**config.mk**
```make
export PLATFORM = sky130hd
export DESIGN_NAME = y86_fetch_decode_queue_flat
export DESIGN_NICKNAME = d
export VERILOG_FILES = /design/src/rtl/y86_fetch_decode_queue_if.sv /design/src/rtl/y86_fetch_decode_queue.sv /design/src/flat_wrapper.sv
export SDC_FILE = /design/constraint.sdc
export NUM_CORES = 2
export LEC_CHECK = 0
export CORE_MARGIN = 5
export CORE_UTILIZATION = 25
export CTS_CLUSTER_SIZE = 40
export DETAILED_ROUTE_END_ITERATION = 8
export GPL_ROUTABILITY_DRIVEN = 1
export PLACE_DENSITY_LB_ADDON = 0.1
export SLEW_MARGIN = 0
export SYNTH_ARGS = -nofsm -noshare
export SYNTH_HDL_FRONTEND = slang
export SYNTH_SLANG_ARGS = --single-unit
```
**constraint.sdc**
```tcl
create_clock -name clk -period 6.7 [get_ports clk]
set_clock_uncertainty 0.05 [all_clocks]
set_input_delay 0.67 -clock clk [delete_from_list [all_inputs] [get_ports clk]]
set_output_delay 0.67 -clock clk [all_outputs]
set_load 0.005 [all_outputs]
```
**src/rtl/y86_fetch_decode_queue_if.sv**
```systemverilog
// Fetch-beat and decoded-instruction handshake bundle for the Y86-64 fetch/decode queue.
// master = fetch/execute environment, slave = the queue itself.
interface y86_fetch_decode_queue_if #(
    parameter int BYTES_PER_BEAT = 8,
    parameter int PC_W           = 64
);
    logic                          in_valid;
    logic                          in_ready;
    logic [8*BYTES_PER_BEAT-1:0]   in_data;
    logic                          in_err;
    logic                          redirect;
    logic [PC_W-1:0]               redirect_pc;
    logic                          out_valid;
    logic                          out_ready;
    logic [3:0]                    icode;
    logic [3:0]                    ifun;
    logic [3:0]                    rA;
    logic [3:0]                    rB;
    logic [63:0]                   valC;
    logic [PC_W-1:0]               pc;
    logic [PC_W-1:0]               valP;
    logic [1:0]                    stat;
    logic                          set_cc;
    logic [3:0]                    alufun;

    modport master (
        output in_valid, in_data, in_err, redirect, redirect_pc, out_ready,
        input  in_ready, out_valid, icode, ifun, rA, rB, valC, pc, valP, stat, set_cc, alufun
    );

    modport slave (
        input  in_valid, in_data, in_err, redirect, redirect_pc, out_ready,
        output in_ready, out_valid, icode, ifun, rA, rB, valC, pc, valP, stat, set_cc, alufun
    );
endinterface

```
**src/rtl/y86_fetch_decode_queue.sv**
```systemverilog
// Y86-64 fetch byte queue with head-of-queue variable-length decode.
// Beats are buffered per byte with an error flag; one instruction leaves per handshake.
module y86_fetch_decode_queue #(
    parameter int BYTES_PER_BEAT = 8,
    parameter int BUF_BYTES      = 32,
    parameter int PC_W           = 64
) (
    input  logic                       clk,
    input  logic                       rst_n,
    y86_fetch_decode_queue_if.slave    bus
);
    localparam int AW = $clog2(BUF_BYTES);
    localparam int CW = AW + 1;

    localparam logic [1:0] STAT_AOK = 2'b00;
    localparam logic [1:0] STAT_HLT = 2'b01;
    localparam logic [1:0] STAT_ADR = 2'b10;
    localparam logic [1:0] STAT_INS = 2'b11;

    typedef enum logic {ST_RUN = 1'b0, ST_STOP = 1'b1} state_t;

    state_t                 state_r;
    logic [7:0]             mem_r [BUF_BYTES];
    logic [BUF_BYTES-1:0]   err_r;
    logic [AW-1:0]          rd_r;
    logic [AW-1:0]          wr_r;
    logic [CW-1:0]          count_r;
    logic [PC_W-1:0]        pc_r;

    logic [7:0]             hb_s [10];
    logic [9:0]             he_s;
    logic                   have_s;
    logic                   ok_s;
    logic                   regs_s;
    logic [1:0]             valc_mode_s;
    logic [3:0]             len_s;
    logic [63:0]            valc_s;
    logic                   err_hit_s;
    logic                   head_ready_s;
    logic [1:0]             stat_s;
    logic                   out_valid_s;
    logic                   in_ready_s;
    logic                   push_s;
    logic                   pop_s;
    logic [PC_W-1:0]        valp_s;

    // Window of the ten bytes (longest instruction) starting at the queue head.
    always_comb begin
        for (int i = 0; i < 10; i++) begin
            hb_s[i] = mem_r[rd_r + AW'(i)];
            he_s[i] = err_r[rd_r + AW'(i)];
        end
    end

    // Instruction length, field layout and validity from the head byte.
    always_comb begin
        regs_s      = 1'b0;
        valc_mode_s = 2'd0;
        len_s       = 4'd1;
        ok_s        = 1'b0;
        case (hb_s[0][7:4])
            4'h0, 4'h1, 4'h9: begin
                ok_s = (hb_s[0][3:0] == 4'h0);
            end
            4'h2: begin
                len_s = 4'd2; regs_s = 1'b1; ok_s = (hb_s[0][3:0] <= 4'h6);
            end
            4'h6: begin
                len_s = 4'd2; regs_s = 1'b1; ok_s = (hb_s[0][3:0] <= 4'h3);
            end
            4'hA, 4'hB: begin
                len_s = 4'd2; regs_s = 1'b1; ok_s = (hb_s[0][3:0] == 4'h0);
            end
            4'h7: begin
                len_s = 4'd9; valc_mode_s = 2'd1; ok_s = (hb_s[0][3:0] <= 4'h6);
            end
            4'h8: begin
                len_s = 4'd9; valc_mode_s = 2'd1; ok_s = (hb_s[0][3:0] == 4'h0);
            end
            4'h3, 4'h4, 4'h5: begin
                len_s = 4'd10; regs_s = 1'b1; valc_mode_s = 2'd2;
                ok_s = (hb_s[0][3:0] == 4'h0);
            end
            default: begin
                ok_s = 1'b0;
            end
        endcase
        if (!ok_s) begin
            len_s = 4'd1; regs_s = 1'b0; valc_mode_s = 2'd0;
        end else begin
            len_s = len_s;
        end
    end

    // Little-endian constant, status classification and the output handshake.
    always_comb begin
        valc_s    = 64'd0;
        err_hit_s = 1'b0;
        for (int j = 0; j < 8; j++) begin
            if (valc_mode_s == 2'd1) begin
                valc_s[8*j +: 8] = hb_s[j+1];
            end else if (valc_mode_s == 2'd2) begin
                valc_s[8*j +: 8] = hb_s[j+2];
            end else begin
                valc_s[8*j +: 8] = 8'h00;
            end
        end
        // Only bytes that are both queued and part of this instruction can fault it.
        for (int i = 0; i < 10; i++) begin
            if ((CW'(i) < count_r) && (4'(i) < len_s) && he_s[i]) begin
                err_hit_s = 1'b1;
            end else begin
                err_hit_s = err_hit_s;
            end
        end
        have_s       = (count_r != {CW{1'b0}});
        head_ready_s = 1'b0;
        stat_s       = STAT_AOK;
        if (!have_s) begin
            head_ready_s = 1'b0;
        end else if (!ok_s) begin
            head_ready_s = 1'b1; stat_s = STAT_INS;
        end else if (err_hit_s) begin
            head_ready_s = 1'b1; stat_s = STAT_ADR;
        end else if (count_r >= CW'(len_s)) begin
            head_ready_s = 1'b1;
            stat_s       = (hb_s[0][7:4] == 4'h0) ? STAT_HLT : STAT_AOK;
        end else begin
            head_ready_s = 1'b0;
        end
        out_valid_s = head_ready_s && (state_r == ST_RUN);
        in_ready_s  = (state_r == ST_RUN) &&
                      ((CW'(BUF_BYTES) - count_r) >= CW'(BYTES_PER_BEAT));
        push_s      = bus.in_valid && in_ready_s;
        pop_s       = out_valid_s && bus.out_ready;
        valp_s      = have_s ? (pc_r + PC_W'(len_s)) : pc_r;
    end

    assign bus.in_ready  = in_ready_s;
    assign bus.out_valid = out_valid_s;
    assign bus.icode     = have_s ? hb_s[0][7:4] : 4'h0;
    assign bus.ifun      = have_s ? hb_s[0][3:0] : 4'h0;
    assign bus.rA        = (have_s && regs_s) ? hb_s[1][7:4] : 4'hF;
    assign bus.rB        = (have_s && regs_s) ? hb_s[1][3:0] : 4'hF;
    assign bus.valC      = have_s ? valc_s : 64'd0;
    assign bus.pc        = pc_r;
    assign bus.valP      = valp_s;
    assign bus.stat      = stat_s;
    assign bus.set_cc    = out_valid_s && (hb_s[0][7:4] == 4'h6) && (stat_s == STAT_AOK);
    assign bus.alufun    = (have_s && ok_s && (hb_s[0][7:4] == 4'h6)) ? hb_s[0][3:0] : 4'h0;

    // Queue pointers, byte storage, PC and run/stop state; redirect overrides push and pop.
    always_ff @(posedge clk or negedge rst_n) begin
        if (!rst_n) begin
            for (int i = 0; i < BUF_BYTES; i++) begin
                mem_r[i] <= 8'h00;
            end
            err_r   <= {BUF_BYTES{1'b0}};
            rd_r    <= {AW{1'b0}};
            wr_r    <= {AW{1'b0}};
            count_r <= {CW{1'b0}};
            pc_r    <= {PC_W{1'b0}};
            state_r <= ST_RUN;
        end else if (bus.redirect) begin
            rd_r    <= {AW{1'b0}};
            wr_r    <= {AW{1'b0}};
            count_r <= {CW{1'b0}};
            pc_r    <= bus.redirect_pc;
            state_r <= ST_RUN;
        end else begin
            if (push_s) begin
                for (int i = 0; i < BYTES_PER_BEAT; i++) begin
                    mem_r[wr_r + AW'(i)] <= bus.in_data[8*i +: 8];
                    err_r[wr_r + AW'(i)] <= bus.in_err;
                end
                wr_r <= wr_r + AW'(BYTES_PER_BEAT);
            end
            if (pop_s) begin
                rd_r <= rd_r + AW'(len_s);
                pc_r <= valp_s;
                if (stat_s != STAT_AOK) begin
                    state_r <= ST_STOP;
                end
            end
            count_r <= count_r
                     + (push_s ? CW'(BYTES_PER_BEAT) : {CW{1'b0}})
                     - (pop_s  ? CW'(len_s)          : {CW{1'b0}});
        end
    end
endmodule

```
**src/flat_wrapper.sv**
```systemverilog
// flat-port wrapper written by rule: the top's interface ports become plain ports
module y86_fetch_decode_queue_flat 
#(
    parameter int BYTES_PER_BEAT = 8,
    parameter int BUF_BYTES      = 32,
    parameter int PC_W           = 64
)
  (clk, rst_n, bus_in_valid, bus_in_data, bus_in_err, bus_redirect, bus_redirect_pc, bus_out_ready, bus_in_ready, bus_out_valid, bus_icode, bus_ifun, bus_rA, bus_rB, bus_valC, bus_pc, bus_valP, bus_stat, bus_set_cc, bus_alufun);
  y86_fetch_decode_queue_if #(.BYTES_PER_BEAT(BYTES_PER_BEAT), .PC_W(PC_W)) bus_i ();
  input  logic clk;
  input  logic rst_n;
  input wire logic [$bits(bus_i.in_valid)-1:0] bus_in_valid;
  input wire logic [$bits(bus_i.in_data)-1:0] bus_in_data;
  input wire logic [$bits(bus_i.in_err)-1:0] bus_in_err;
  input wire logic [$bits(bus_i.redirect)-1:0] bus_redirect;
  input wire logic [$bits(bus_i.redirect_pc)-1:0] bus_redirect_pc;
  input wire logic [$bits(bus_i.out_ready)-1:0] bus_out_ready;
  output wire logic [$bits(bus_i.in_ready)-1:0] bus_in_ready;
  output wire logic [$bits(bus_i.out_valid)-1:0] bus_out_valid;
  output wire logic [$bits(bus_i.icode)-1:0] bus_icode;
  output wire logic [$bits(bus_i.ifun)-1:0] bus_ifun;
  output wire logic [$bits(bus_i.rA)-1:0] bus_rA;
  output wire logic [$bits(bus_i.rB)-1:0] bus_rB;
  output wire logic [$bits(bus_i.valC)-1:0] bus_valC;
  output wire logic [$bits(bus_i.pc)-1:0] bus_pc;
  output wire logic [$bits(bus_i.valP)-1:0] bus_valP;
  output wire logic [$bits(bus_i.stat)-1:0] bus_stat;
  output wire logic [$bits(bus_i.set_cc)-1:0] bus_set_cc;
  output wire logic [$bits(bus_i.alufun)-1:0] bus_alufun;
  assign bus_i.in_valid = bus_in_valid;
  assign bus_i.in_data = bus_in_data;
  assign bus_i.in_err = bus_in_err;
  assign bus_i.redirect = bus_redirect;
  assign bus_i.redirect_pc = bus_redirect_pc;
  assign bus_i.out_ready = bus_out_ready;
  assign bus_in_ready = bus_i.in_ready;
  assign bus_out_valid = bus_i.out_valid;
  assign bus_icode = bus_i.icode;
  assign bus_ifun = bus_i.ifun;
  assign bus_rA = bus_i.rA;
  assign bus_rB = bus_i.rB;
  assign bus_valC = bus_i.valC;
  assign bus_pc = bus_i.pc;
  assign bus_valP = bus_i.valP;
  assign bus_stat = bus_i.stat;
  assign bus_set_cc = bus_i.set_cc;
  assign bus_alufun = bus_i.alufun;
  y86_fetch_decode_queue #(.BYTES_PER_BEAT(BYTES_PER_BEAT), .BUF_BYTES(BUF_BYTES), .PC_W(PC_W)) u_core (.clk(clk), .rst_n(rst_n), .bus(bus_i));
endmodule
```
=== After elaboration in Yosys (flattened, before gate mapping) ===
Index checks and enable logic that the tools add are counted.

* Register bits: 369
* Input port bits: 134
* Output and inout bits: 217
* Word-level logic and storage cells: 389

* Add/sub/neg operators: 22
* $lt $le $gt $ge: 76
* Equality and inequality tests: 13
* Multiplexer cells: 159
* Bitwise logic cells: 20
* Reductions and logical operators: 61

{| class="wikitable"
|+ Operators with widths
! cell !! count
|-
| $bwmux 256 || 8
|-
| $bmux 8 s5 || 10
|-
| $mux 8 || 44
|-
| $demux 8 s5 || 8
|-
| $bwmux 32 || 8
|-
| $mux 64 || 4
|-
| $ge 6x6->1 const B || 18
|-
| $lt 5x6->1 const B || 18
|-
| $not 5->6 || 18
|-
| $add 64x4->64 || 1
|-
| $bmux 1 s5 || 10
|-
| $lt 6x1->1 const B || 8
|-
| $logic_and 1x1->1 || 45
|-
| $add 5x3->5 const B || 8
|-
| $demux 1 s5 || 8
|-
| $ge 5x1->1 const B || 8
|-
| $mux 1 || 38
|-
| $mux 4 || 8
|-
| $lt 3x6->1 const A || 4
|-
| $add 5x2->5 const B || 4
|-
| $mux 5 || 4
|-
| $eq 4x3->1 const B || 4
|-
| $eq 4x4->1 const B || 4
|-
| $lt 3x4->1 const A || 4
|-
| 36 further kinds || 57
|}

=== Depth between registers and ports, before layout ===
* Depth in word-level cells: 29
* Gate-level depth with buffers: 34
* Depth with buffers taken out: 27

=== Worst setup path after synthesis ===
Ideal clock, no wire load.

* Kind: flip-flop to flip-flop
* Start point: register u_core.rd_r[1]
* End point: register u_core.count_r[5]
* Setup time: 132 ps
* Arrival: 6641 ps
* Required time: 6518 ps
* Setup slack: -123 ps
* Stages on the path, launching flop included: 32
* Path buffers: 12
* Clock period less this slack: 6823 ps
* Path through: dfrtp_1 buf_6 buf_12 buf_12 buf_12 buf_8 buf_4 buf_1 clkbuf_1 inv_1 ha_1 buf_2 buf_2 buf_2 mux2i_1 mux2i_1 mux4_2 mux2i_1 o21ai_0 a211o_1 a311oi_1 nand3_1 clkbuf_1 nand2_1 nor2_1 fa_1 inv_1 ha_1 a21o_1 a21oi_1 xnor2_1 nor2_1

* Longest elaborated chain between the ends: 29
* Elaborated cells on any way between the ends: 106
* Classes of those cells: add/sub (10); order compare (13); eq/ne (11); mux (42); bitwise (1); reduce/logical (29)

{| class="wikitable"
|+ Ends and longest elaborated chain
! element !! RTL line !! text
|-
| start: declaration || y86_fetch_decode_queue.sv:25 || <nowiki>logic [AW-1:0] rd_r;</nowiki>
|-
| start signal: assignment || y86_fetch_decode_queue.sv:159 || <nowiki>rd_r <= {AW{1'b0}};</nowiki>
|-
| start signal: assignment || y86_fetch_decode_queue.sv:165 || <nowiki>rd_r <= {AW{1'b0}};</nowiki>
|-
| start signal: assignment || y86_fetch_decode_queue.sv:179 || <nowiki>rd_r <= rd_r + AW'(len_s);</nowiki>
|-
| $not 5->6 (not written as such) || y86_fetch_decode_queue.sv:50 || <nowiki>hb_s[i] = mem_r[rd_r + AW'(i)];</nowiki>
|-
| $bmux 8 s5 || y86_fetch_decode_queue.sv:50 ||
|-
| $mux 8 (not written as such) (2 in series) || y86_fetch_decode_queue.sv:50 ||
|-
| $eq 4x1->1, or another cell as far along || y86_fetch_decode_queue.sv:61 || <nowiki>case (hb_s[0][7:4])</nowiki>
|-
| $reduce_or 9->1 (no line), or another cell as far along || - ||
|-
| $pmux 1 s3 / $pmux 4 s3 (equally long branches) || y86_fetch_decode_queue.sv:61 ||
|-
| $mux 4 || y86_fetch_decode_queue.sv:88 || <nowiki>if (!ok_s) begin</nowiki>
|-
| $lt 1x4->1 || y86_fetch_decode_queue.sv:110 || <nowiki>if ((CW'(i) < count_r) && (4'(i) < len_s) && he_s[i]) begin</nowiki>
|-
| [... 12 more ...] || - ||
|-
| $mux 1 || y86_fetch_decode_queue.sv:123 || <nowiki>end else if (err_hit_s) begin</nowiki>
|-
| $mux 1 || y86_fetch_decode_queue.sv:121 || <nowiki>end else if (!ok_s) begin</nowiki>
|-
| $mux 1 || y86_fetch_decode_queue.sv:119 || <nowiki>if (!have_s) begin</nowiki>
|-
| $logic_and 1x1->1 || y86_fetch_decode_queue.sv:131 || <nowiki>out_valid_s = head_ready_s && (state_r == ST_RUN);</nowiki>
|-
| $logic_and 1x1->1 || y86_fetch_decode_queue.sv:135 || <nowiki>pop_s = out_valid_s && bus.out_ready;</nowiki>
|-
| $mux 4 * || y86_fetch_decode_queue.sv:187 || <nowiki>- (pop_s ? CW'(len_s) : {CW{1'b0}});</nowiki>
|-
| $sub 6x6->6 * || y86_fetch_decode_queue.sv:187 ||
|-
| $mux 6 * || y86_fetch_decode_queue.sv:164 || <nowiki>end else if (bus.redirect) begin</nowiki>
|-
| end signal: assignment || y86_fetch_decode_queue.sv:161 || <nowiki>count_r <= {CW{1'b0}};</nowiki>
|-
| end signal: assignment || y86_fetch_decode_queue.sv:167 || <nowiki>count_r <= {CW{1'b0}};</nowiki>
|-
| end signal: assignment || y86_fetch_decode_queue.sv:185 || <nowiki>count_r <= count_r</nowiki>
|-
| end: declaration || y86_fetch_decode_queue.sv:27 || <nowiki>logic [CW-1:0] count_r;</nowiki>
|}

Every way passes the cells marked *; elsewhere a longest branch is shown, timed or not. The select of a mux whose other input is x is not followed.
A chain may end at the register's enable or synchronous reset.

=== Worst setup path after layout ===
* Start point: register u_core.rd_r[1]
* End point: output bus_valP[61]

* Longest elaborated chain between the ends: 10
* Elaborated cells on any way between the ends: 29
* Classes of those cells: add/sub (1); order compare (2); eq/ne (11); mux (7); bitwise (1); reduce/logical (7)

{| class="wikitable"
|+ Ends and longest elaborated chain
! element !! RTL line !! text
|-
| $not 5->6 (not written as such) * || y86_fetch_decode_queue.sv:50 ||
|-
| $bmux 8 s5 * || y86_fetch_decode_queue.sv:50 ||
|-
| $mux 8 (not written as such) * (2 in series) || y86_fetch_decode_queue.sv:50 ||
|-
| $eq 4x1->1, or another cell as far along || y86_fetch_decode_queue.sv:61 ||
|-
| $reduce_or 9->1 (no line), or another cell as far along || - ||
|-
| $pmux 1 s3 / $pmux 4 s3 (equally long branches) || y86_fetch_decode_queue.sv:61 ||
|-
| $mux 4 * || y86_fetch_decode_queue.sv:88 ||
|-
| $add 64x4->64 * || y86_fetch_decode_queue.sv:136 || <nowiki>valp_s = have_s ? (pc_r + PC_W'(len_s)) : pc_r;</nowiki>
|-
| $mux 64 * || y86_fetch_decode_queue.sv:136 ||
|-
| end: declaration || flat_wrapper.sv:26 || <nowiki>output wire logic [$bits(bus_i.valP)-1:0] bus_valP;</nowiki>
|}

Marks and branches as above.

==> summary.json <==
{
  "status": {"value": "finished with violations"},
  "failed_checks": {"value": "setup timing"},
  "fin_tns_setup": {"value": -0.478, "unit": "ns"},
  "flow.area_growth_from_synthesis": {"value": 30.1, "unit": "%"},
  "clockRootBuffer": {"value": "sky130_fd_sc_hd__clkbuf_16"},
  "route.detailed.drc": {"value": 0},
  "clock_tree.buffer_depth": {"value": 3},
  "clock.fmax": {"value": 0.146, "unit": "GHz"},
  "synth.yosys.seq_area_share": {"value": 28.9, "unit": "%"},
  "timing_worst_slew_pin_value": {"value": 1.20, "unit": "ns"},
  "clock_sink_count": {"value": 358},
  "cts.reportedPaths.clkPinSlew": {"value": 0.06, "unit": "ns"},
  "syn-cell-area": {"value": 0.0310, "unit": "sq mm"},
  "avgRoutedWirePerCell": {"value": 30.4, "unit": "um"},
  "count_of_filler_cells_inserted_in_the_layout": {"value": 12443},
  "number_of_flops_mapped_to_enable_cells_by_yosys": {"value": 0},
  "critPathMaxFanout": {"value": 6},
  "syn-instance-count": {"value": 2750},
  "p_per_area": {"value": 494, "unit": "mW/mm^2"},
  "grt_first_pass_wirelength": {"value": 209000, "unit": "um"},
  "dpl-instance-area": {"value": 0.0373, "unit": "sq mm"},
  "setup_slack": {"value": -0.152, "unit": "ns"},
  "hp-class": {"value": "register to register"},
  "hold_viol_final": {"value": 0},
  "setup_violations": {"value": 7},
  "port-buffer-count": {"value": 348},
  "grt.total_usage": {"value": 21.5, "unit": "%"},
  "drt_iter0_markers": {"value": 2439},
  "initial_core_util": {"value": 25.1, "unit": "%"},
  "path_class": {"value": "register to primary output"},
  "overflow_left_after_global_routing": {"value": 0},
  "min_period": {"value": 6.85, "unit": "ns"},
  "dieWidth": {"value": 362, "unit": "um"},
  "layout-drive-gt1-share": {"value": 32.5, "unit": "%"},
  "timing.critical_path.slowest_stage_cell": {"value": "sky130_fd_sc_hd__or4_4"},
  "crit_top_cell": {"value": "sky130_fd_sc_hd__or4_4"},
  "rows": {"value": 129},
  "die_area": {"value": 0.131, "unit": "sq mm"},
  "synth_cell_types": {"value": 72},
  "design.core.area": {"value": 0.123, "unit": "sq mm"},
  "yosys_register_bits": {"value": 358},
  "synth_top_flop_cell": {"value": "sky130_fd_sc_hd__dfrtp_1"},
  "max_slew_margin": {"value": 19.7, "unit": "%"},
  "crit_required": {"value": 5.98, "unit": "ns"},
  "design_area": {"value": 0.0404, "unit": "sq mm"},
  "tritoncts": {"value": "done"},
  "number_of_detailed_routing_iterations_run_before_antenna_repair": {"value": 5},
  "numCtsBuffers": {"value": 49},
  "total_vias_in_the_final_route": {"value": 27437},
  "via_per_inst": {"value": 5.68},
  "cap_viol_max_count": {"value": 0},
  "most-common-layout-cells": {"value": "sky130_fd_sc_hd__mux4_2 (386), sky130_fd_sc_hd__dfrtp_1 (353), sky130_fd_sc_hd__nand2_1 (338)"},
  "post_synth.cell_area_avg": {"value": 11.3, "unit": "sq um"},
  "critPathArrivalTime": {"value": 6.13, "unit": "ns"},
  "yosys_warnings": {"value": 0},
  "place_congestion": {"value": 0.886},
  "critical_path.endpoint_type": {"value": "primary output"},
  "grt_start_max_net_pins": {"value": 152},
  "synthArstFlopShare": {"value": 100, "unit": "%"},
  "wl": {"value": 147000, "unit": "um"},
  "fin_crit_sh": {"value": 102, "unit": "%"},
  "unrepaired_setup_endpoints_after_global_routing": {"value": "yes"},
  "half_perimeter_wire_length_after_detailed_placement": {"value": 107000, "unit": "um"},
  "grt_antenna_before_repair": {"value": 3},
  "floorplan.die.height": {"value": 362, "unit": "um"},
  "cp_slowest_stage_delay": {"value": 0.56, "unit": "ns"},
  "crit_chain": {"value": "buf_12, buf_6, buf_4, mux2i_2, mux4_2, mux2i_4, buf_6, a21oi_2, buf_4, o211ai_1, nand2_1, nand2_2, inv_2, ha_4, a21o_1, a31oi_2, or4_4, or4_4, or2_1, or4_4, nor2_4, xor2_1, buf_2"},
  "vias_in_the_first_global_route": {"value": 27227},
  "ios": {"value": 351},
  "clk-insertion-delay-late": {"value": 0.63, "unit": "ns"},
  "ff2ff_setup_slack": {"value": 0.33, "unit": "ns"},
  "vdd_ir_drop_max": {"value": 0.297, "unit": "mV"},
  "antenna_violating_nets_remaining": {"value": 0},
  "cts_max_level": {"value": 2},
  "timing_max_transition_violations_final": {"value": 0},
  "total_leakage_power": {"value": 14.9, "unit": "nW"},
  "finish.net_count": {"value": 3322},
  "commonest_non_fill_non_tap_cell_in_the_layout": {"value": "sky130_fd_sc_hd__mux4_2"},
  "critPathLaunchType": {"value": "register"}
}
area by class of cell:
class                           count  area (sq um)  share of cell area (%)
Clock buffer                       68          1410                    3.49
Clock inverter                     20           343                   0.849
Tap cell                         1637          2050                    5.07
Sequential cell                   358          8970                    22.2
Timing Repair Buffer              612          5940                    14.7
Antenna cell                        3          7.51                  0.0186
Inverter                           25          96.3                   0.239
Multi-Input combinational cell   2104         21600                    53.4
flip-flops by register name (all words and copies together), names as in the netlist:
name and flops:
u_core.state_r 1, u_core.count_r 6, u_core.bus.pc 64, u_core.wr_r 2, u_core.mem_r 256, u_core.err_r 24
u_core.rd_r 5
synth_stat cells, types with 17 or more instances:
master	number	area [sq um]
sky130_fd_sc_hd__mux4_2	386	8690
sky130_fd_sc_hd__dfrtp_1	358	8960
sky130_fd_sc_hd__nand2_1	344	1290
sky130_fd_sc_hd__mux2i_1	283	2830
sky130_fd_sc_hd__nor2_1	188	706
sky130_fd_sc_hd__clkbuf_1	177	664
sky130_fd_sc_hd__mux2_2	136	1530
sky130_fd_sc_hd__o21ai_0	135	676
sky130_fd_sc_hd__a31oi_1	64	400
sky130_fd_sc_hd__o22a_1	64	561
sky130_fd_sc_hd__xnor2_1	51	447
sky130_fd_sc_hd__a22o_1	43	377
sky130_fd_sc_hd__nand3_1	41	205
sky130_fd_sc_hd__or4_1	39	293
sky130_fd_sc_hd__o31ai_1	37	278
sky130_fd_sc_hd__ha_1	34	425
sky130_fd_sc_hd__xor2_1	31	272
sky130_fd_sc_hd__buf_2	28	140
sky130_fd_sc_hd__a21oi_1	27	135
sky130_fd_sc_hd__buf_1	24	90.1
sky130_fd_sc_hd__inv_1	23	86.3
sky130_fd_sc_hd__nand4_1	21	131
sky130_fd_sc_hd__nand4b_1	21	184
sky130_fd_sc_hd__buf_6	17	191
timing repair:
item | in CTS | in global routing
setup buffers | 28 | 11
endpoints found under the hold margin | 26 | 0
pin swaps | 24 | 19
endpoints found under the setup margin | 69 | 55
cloned | 6 | 3
hold buffers | 1 | 0
resized for setup | 119 | 109
metal layers:
metal | up-vias | GRT usage (%) | share of wire [%]
li1 | 11549 | - | -
met1 | 14503 | 30.5 | 45
met2 | 1230 | 33.8 | 46
met3 | 155 | 4.26 | 7.2
met4 | 0 | 5.16 | 2.4
met5 | - | 0 | 0
through the flow:
| stage | utilization (%) | std cells | hold slack (ns) | worst slack [ns] | power, mW |
|---|---|---|---|---|---|
| after global routing | 32.7 | 4826 | 0.541 | -0.389 | 20.9 |
| after CTS | 32.3 | 4811 | 0.510 | -0.239 | 19.7 |
| after floorplan | - | 2751 | 0.324 | 0.00424 | 11.0 |
| final | 32.7 | 4827 | 0.503 | -0.152 | 20.0 |
| after global placement | 30.2 | 4688 | 0.491 | -0.393 | 16.1 |
| after detailed placement | 30.2 | 4688 | 0.496 | -0.383 | 16.2 |
worst paths after layout:
| kind | from | end | cells past startpoint |
|---|---|---|---|
| setup / recovery | u_core.rd_r[1] | bus_valP[61] | 23 |
| hold / removal | u_core.mem_r[219] | u_core.mem_r[219] | 2 |
| setup reg to reg | u_core.rd_r[1] | u_core.rd_r[0] | 23 |
| hold reg to reg | u_core.mem_r[219] | u_core.mem_r[219] | 2 |
| max in group asynchronous | rst_n | u_core.rd_r[0] | 3 |
| min in group asynchronous | rst_n | u_core.err_r[10] | 2 |
report_power, final:
group / total, mW / switching, mW / internal, mW
sequential: 3.76 / 1.02 / 2.73
clock: 2.91 / 1.13 / 1.78
combinational: 13.3 / 7.05 / 6.24
total: 20.0 / 9.21 / 10.8
worst max-delay path: cells and delay by family, from the launching register on:
family / cells / cell delay (ns)
muxes: 3 / 0.85
xor gates and xnor gates: 1 / 0.16
buffers and inverters: 7 / 0.94
DFF: 1 / 0.55
adders and majority gates: 1 / 0.25
and+or+nand+nor: 7 / 2.07
AOI/OAI and AO/OA: 4 / 0.67
cells by family (layout without fill, tap and decap cells):
group,count (synthesis),after routing,synth area share (%)
other,1,5,0.0121
buffers and inverters,289,725,4.36
adder cells (fa/ha/maj),38,38,1.63
multiplexers,807,807,42.2
XOR/XNOR,85,85,2.47
AO/OA/AOI/OAI,446,446,9.92
flip-flops,358,358,28.9
AND/OR/NAND/NOR,726,726,10.5
No activity file was read; power rests on OpenSTA's default activity.
